**src/rtl/param_field_extractor_pkg.sv**
```systemverilog
// Shared types and helpers for the field extractor.
// State encoding and the parameter check helper.
package param_field_extractor_pkg;

  typedef enum logic [1:0] {
    EMPTY,
    HALF,
    FULL
  } pfx_state_e;

  function automatic bit field_fits(
    input int data_w,
    input int lsb,
    input int w
  );
    return (w > 0) && (lsb >= 0) && (lsb + w <= data_w);
  endfunction

endpackage

```
**src/rtl/param_field_skid.sv**
```systemverilog
// Two-entry skid buffer with a registered upstream ready.
// Entry "main" drives the output; "skid" absorbs one extra word.
module param_field_skid
  import param_field_extractor_pkg::*;
#(
  parameter int W = 9
) (
  input  logic         clk,
  input  logic         rst,
  input  logic         in_valid,
  output logic         in_ready,
  input  logic [W-1:0] in_data,
  output logic         out_valid,
  input  logic         out_ready,
  output logic [W-1:0] out_data
);

  pfx_state_e   state_q, state_d;
  logic [W-1:0] main_q, main_d;
  logic [W-1:0] skid_q, skid_d;
  logic         ready_q;
  logic         in_fire;
  logic         out_fire;

  assign in_fire  = in_valid & ready_q;
  assign out_fire = (state_q != EMPTY) & out_ready;

  always_comb begin
    state_d = state_q;
    main_d  = main_q;
    skid_d  = skid_q;
    unique case (state_q)
      EMPTY: begin
        if (in_fire) begin
          state_d = HALF;
          main_d  = in_data;
        end
      end
      HALF: begin
        if (in_fire && out_fire) begin
          main_d = in_data;
        end else if (in_fire) begin
          state_d = FULL;
          skid_d  = in_data;
        end else if (out_fire) begin
          state_d = EMPTY;
        end
      end
      FULL: begin
        if (out_fire) begin
          state_d = HALF;
          main_d  = skid_q;
        end
      end
      default: state_d = EMPTY;
    endcase
  end

  // ready is a pure register so upstream never sees a comb path
  always_ff @(posedge clk or posedge rst) begin
    if (rst) begin
      state_q <= EMPTY;
      main_q  <= '0;
      skid_q  <= '0;
      ready_q <= 1'b0;
    end else begin
      state_q <= state_d;
      main_q  <= main_d;
      skid_q  <= skid_d;
      ready_q <= (state_d != FULL);
    end
  end

  assign in_ready  = ready_q;
  assign out_valid = (state_q != EMPTY);
  assign out_data  = main_q;

endmodule

```
**src/rtl/param_field_extractor.sv**
```systemverilog
// Streaming field extractor: slices a field, adds parity,
// buffers through a skid stage and counts output transfers.
module param_field_extractor
  import param_field_extractor_pkg::*;
#(
  parameter int DATA_W    = 16,
  parameter int FIELD_LSB = 8,
  parameter int FIELD_W   = 8,
  parameter int PARITY_EN = 1,
  parameter int CNT_W     = 16
) (
  input  logic               clk,
  input  logic               rst,
  input  logic               in_valid,
  output logic               in_ready,
  input  logic [DATA_W-1:0]  in_data,
  output logic               out_valid,
  input  logic               out_ready,
  output logic [FIELD_W-1:0] out_data,
  output logic               out_parity,
  output logic [CNT_W-1:0]   xfer_count
);

  if (!field_fits(DATA_W, FIELD_LSB, FIELD_W) || CNT_W <= 0) begin : g_param_chk
    $fatal(1, "param_field_extractor: field or counter parameters out of range");
  end

  logic [FIELD_W-1:0] field;
  logic               par;
  logic [FIELD_W:0]   buf_out;
  logic               valid_w;
  logic [CNT_W-1:0]   cnt_q, cnt_d;
  logic               unused_in;

  assign field     = in_data[FIELD_LSB +: FIELD_W];
  assign unused_in = ^in_data;

  // parity travels with the field so it matches the captured word
  if (PARITY_EN != 0) begin : g_par
    assign par = ^field;
  end else begin : g_nopar
    assign par = 1'b0;
  end

  param_field_skid #(
    .W(FIELD_W + 1)
  ) u_skid (
    .clk      (clk),
    .rst      (rst),
    .in_valid (in_valid),
    .in_ready (in_ready),
    .in_data  ({field, par}),
    .out_valid(valid_w),
    .out_ready(out_ready),
    .out_data (buf_out)
  );

  always_comb begin
    cnt_d = cnt_q;
    if (valid_w && out_ready) begin
      cnt_d = cnt_q + CNT_W'(1);
    end
  end

  always_ff @(posedge clk or posedge rst) begin
    if (rst) begin
      cnt_q <= '0;
    end else begin
      cnt_q <= cnt_d;
    end
  end

  assign out_valid  = valid_w;
  assign out_data   = buf_out[FIELD_W:1];
  assign out_parity = buf_out[0];
  assign xfer_count = cnt_q;

endmodule

```
**config.mk**
```make
export PLATFORM = sky130hd
export DESIGN_NAME = param_field_extractor
export DESIGN_NICKNAME = d
export VERILOG_FILES = /design/src/rtl/param_field_extractor_pkg.sv /design/src/rtl/param_field_skid.sv /design/src/rtl/param_field_extractor.sv
export SDC_FILE = /design/constraint.sdc
export NUM_CORES = 1
export LEC_CHECK = 0
export CAP_MARGIN = 5
export CORE_MARGIN = 1.5
export CORE_UTILIZATION = 45
export CTS_BUF_LIST = sky130_fd_sc_hd__clkbuf_8 sky130_fd_sc_hd__clkbuf_16
export DETAILED_ROUTE_END_ITERATION = 8
export PLACE_DENSITY_LB_ADDON = 0.1
export SETUP_SLACK_MARGIN = 0.5
export SLEW_MARGIN = 10
export SYNTH_ARGS = -nofsm -noshare
export SYNTH_HDL_FRONTEND = slang
export SYNTH_SLANG_ARGS = --single-unit
```
**constraint.sdc**
```tcl
create_clock -name clk -period 1.7 [get_ports clk]
set_clock_uncertainty 0.1 [all_clocks]
set_input_delay 0.34 -clock clk [delete_from_list [all_inputs] [get_ports clk]]
set_output_delay 0.34 -clock clk [all_outputs]
set_load 0.05 [all_outputs]
```
==> flow_summary.yaml <==
sta:
  finalWorstSetupSlack_ps: 106
  final.setup.tns_ps: 0
  fmax_mhz: 627
  layout_min_cycle_time_ps: 1590
  rsz0062_at_grt: "true"
  relSlewSlack_pct: 81.3
  hold_violations: 0
  fin_crit_sh_pct: 93.8
  setup_violations: 0
  report.final.slew_viol_count: 0
  tightestPinTransition_ps: 278
drt:
  avgViaCountPerCell: 5.39
  drc: 0
  wl_mm: 5.69
  drt_iter0_drc: 82
  wl_per_cell_um: 19.3
  detail-route-antenna-nets: 0
  drt-pass1-iter-count: 4
  num_vias: 1590
synthesis:
  ys_top_cells_by_area: "dfrtp_1 54%, xnor2_1 7.1%, mux2_2 6.5%"
  ys_async_sr_fraction_pct: 100
  yosys_warnings: 0
  yosysTopAreaCellShare_pct: 53.7
  synthFlopType: "dfrtp_1"
  synth_area_um2: 1720
  seq_area_frac_synth_pct: 53.7
  postSynthAreaPerCell_um2: 12.0
  synth-edff-count: 0
  syn-num-nets: 164
  synth-seq-cells: 37
  synth_area_leader_cell: "dfrtp_1"
  synth_cell_types: 33
  synthCells: 143
worst_hold_path:
  hold_class: "in -> async"
critical_path:
  crit_arrival_ps: 1660
  endpoint: "u_skid.skid_q[7]"
  regToRegSetupSlack_ps: 110
  endpoint_kind: "flip-flop"
  crit_fanout: 5
  r2r-end: "u_skid.skid_q[7]"
  worstSetupPathType: "reg -> reg"
  critPathLaunch: "u_skid.state_q[1]"
  r2r_cells: 6
  worstReg2RegStart: "u_skid.state_q[1]"
  required_ps: 1770
  worst_setup_path_start_kind: "flip-flop"
cells_and_area:
  final_common_cell: "buf_4"
  most-common-layout-cells: "42 x buf_4, 24 x buf_6, 22 x buf_12"
  drive_gt1_share_pct: 66.4
  syn2layout_area_growth_pct: 90.3
  utilization_pct: 89.6
  fill_cells: 151
  layout.nets: 267
  num_antenna_cells: 0
job:
  maxCapViolCount: 0
power:
  ir_drop_mv: 1.17
  powerDensity_nw_per_um2: 1590
  p_total_mw: 5.21
  leakage_nw: 1.51
grt:
  grt_pass1_wl_mm: 8.34
  grt_overflow_total: 0
  grt_usage_pct: 26.7
  grt_pass1_vias: 1671
  grt_max_degree: 38
  antenna_found_initial: 0
outcome:
  status: "finished clean"
floorplan:
  rows: 22
  die_x_um: 64.9
  fp.dieH_um: 64.9
  initial_core_util_pct: 47.1
  core_um2: 3660
  fp.dieArea_um2: 4210
  io_pins: 47
cts:
  cts.sinks: 37
  cts_made_buffers: 5
  clk_path_buf_depth: 2
  clkTransAtPathRegs_ps: 80
  cts_tree: "built"
  cts_root_buf: "clkbuf_8"
  ctsHoldBuffers: 0
  htreeDepth: 2
  clk_latency_ps: 290
place:
  dp_slack_ps: -212
  place.detailed.hpwl_mm: 2.69
  gp_congestion: 0.817
  portBuffers: 38
## state kept, by name, summed over array words and instances (netlist names)
| signal | flops |
|---|---|
| u_skid.in_ready | 1 |
| u_skid.out_data | 9 |
| u_skid.skid_q | 9 |
| xfer_count | 16 |
| u_skid.state_q | 2 |
## critical path, cell delays in order (launching register included)
cell	delay, ps
dfrtp_2	450
buf_6	130
nor2_4	90
and2_4	180
buf_6	100
buf_12	110
mux2_4	310
## cell families (layout without fill, tap and decap cells)
family,after synthesis,count (layout),synth area share (%)
adders and majority gates,1,1,0.726
buffers and inverters,9,113,2.54
DFF,37,37,53.7
AOI/OAI and AO/OA,16,16,6.68
and+or+nand+nor,39,39,13.4
muxes,19,19,11.8
xor gates and xnor gates,22,22,11.2
## layout make-up
type                       instances  area, um2  share of cell area [%]
timing repair buffer             100       1150                    35.1
clock inverter                     3       11.3                   0.343
sequential                        37        946                    28.8
clock buffer                       5       68.8                    2.10
inverter                           5       22.5                   0.687
tap                               48       60.1                    1.83
multi-input combinational         97       1020                    31.1
## where the power goes
group / leakage, nW / switching [mW] / internal [mW] / total, mW
combinational: 1.03 / 1.48 / 1.59 / 3.07
clock: 0.0519 / 0.310 / 0.273 / 0.583
sequential: 0.430 / 0.353 / 1.20 / 1.55
## metrics by stage
step,instance area [um2],instances,hold WS (ps)
after floorplan,1850,143,199
after global placement,2570,242,387
after detailed placement,2570,242,394
after CTS,3080,284,381
after global routing,3280,295,382
final,3280,295,364
## worst min path at each step
stage	end	depth (start not counted)	slack, ps
2_1_floorplan	u_skid.out_data[0]	1	200
3_3_place_gp	u_skid.out_data[0]	1	390
3_5_place_dp	u_skid.out_data[0]	1	390
4_1_cts	u_skid.skid_q[3]	3	380
5_1_grt	xfer_count[5]	3	380
6_report	xfer_count[5]	3	360
## what timing repair did
item / in CTS / in global routing
setup endpoints to repair: 62 / 64
buffers inserted: 32 / 11
gates resized for setup: 55 / 23
pin swaps: 19 / 13
hold endpoints to repair: 0 / 0
cloned: 2 / 0
## layer usage
layer	GRT usage [%]	share of wire [%]
met1	29.9	36
met2	48.2	56
met3	7.47	4.4
met4	9.57	3.6
met5	0	0
## synthesized netlist by cell type (2+ instances only)
master   number
buf_4         2
xnor2_1      14
a21oi_1      10
dfrtp_1      37
nor2_1       14
mux2i_1       9
nand4_1       3
and3_1        2
mux2_2       10
buf_2         2
nor3_1        2
and2_1        2
inv_1         5
xor2_1        8
nand2_1       5
(Power assumes the default switching activity.)
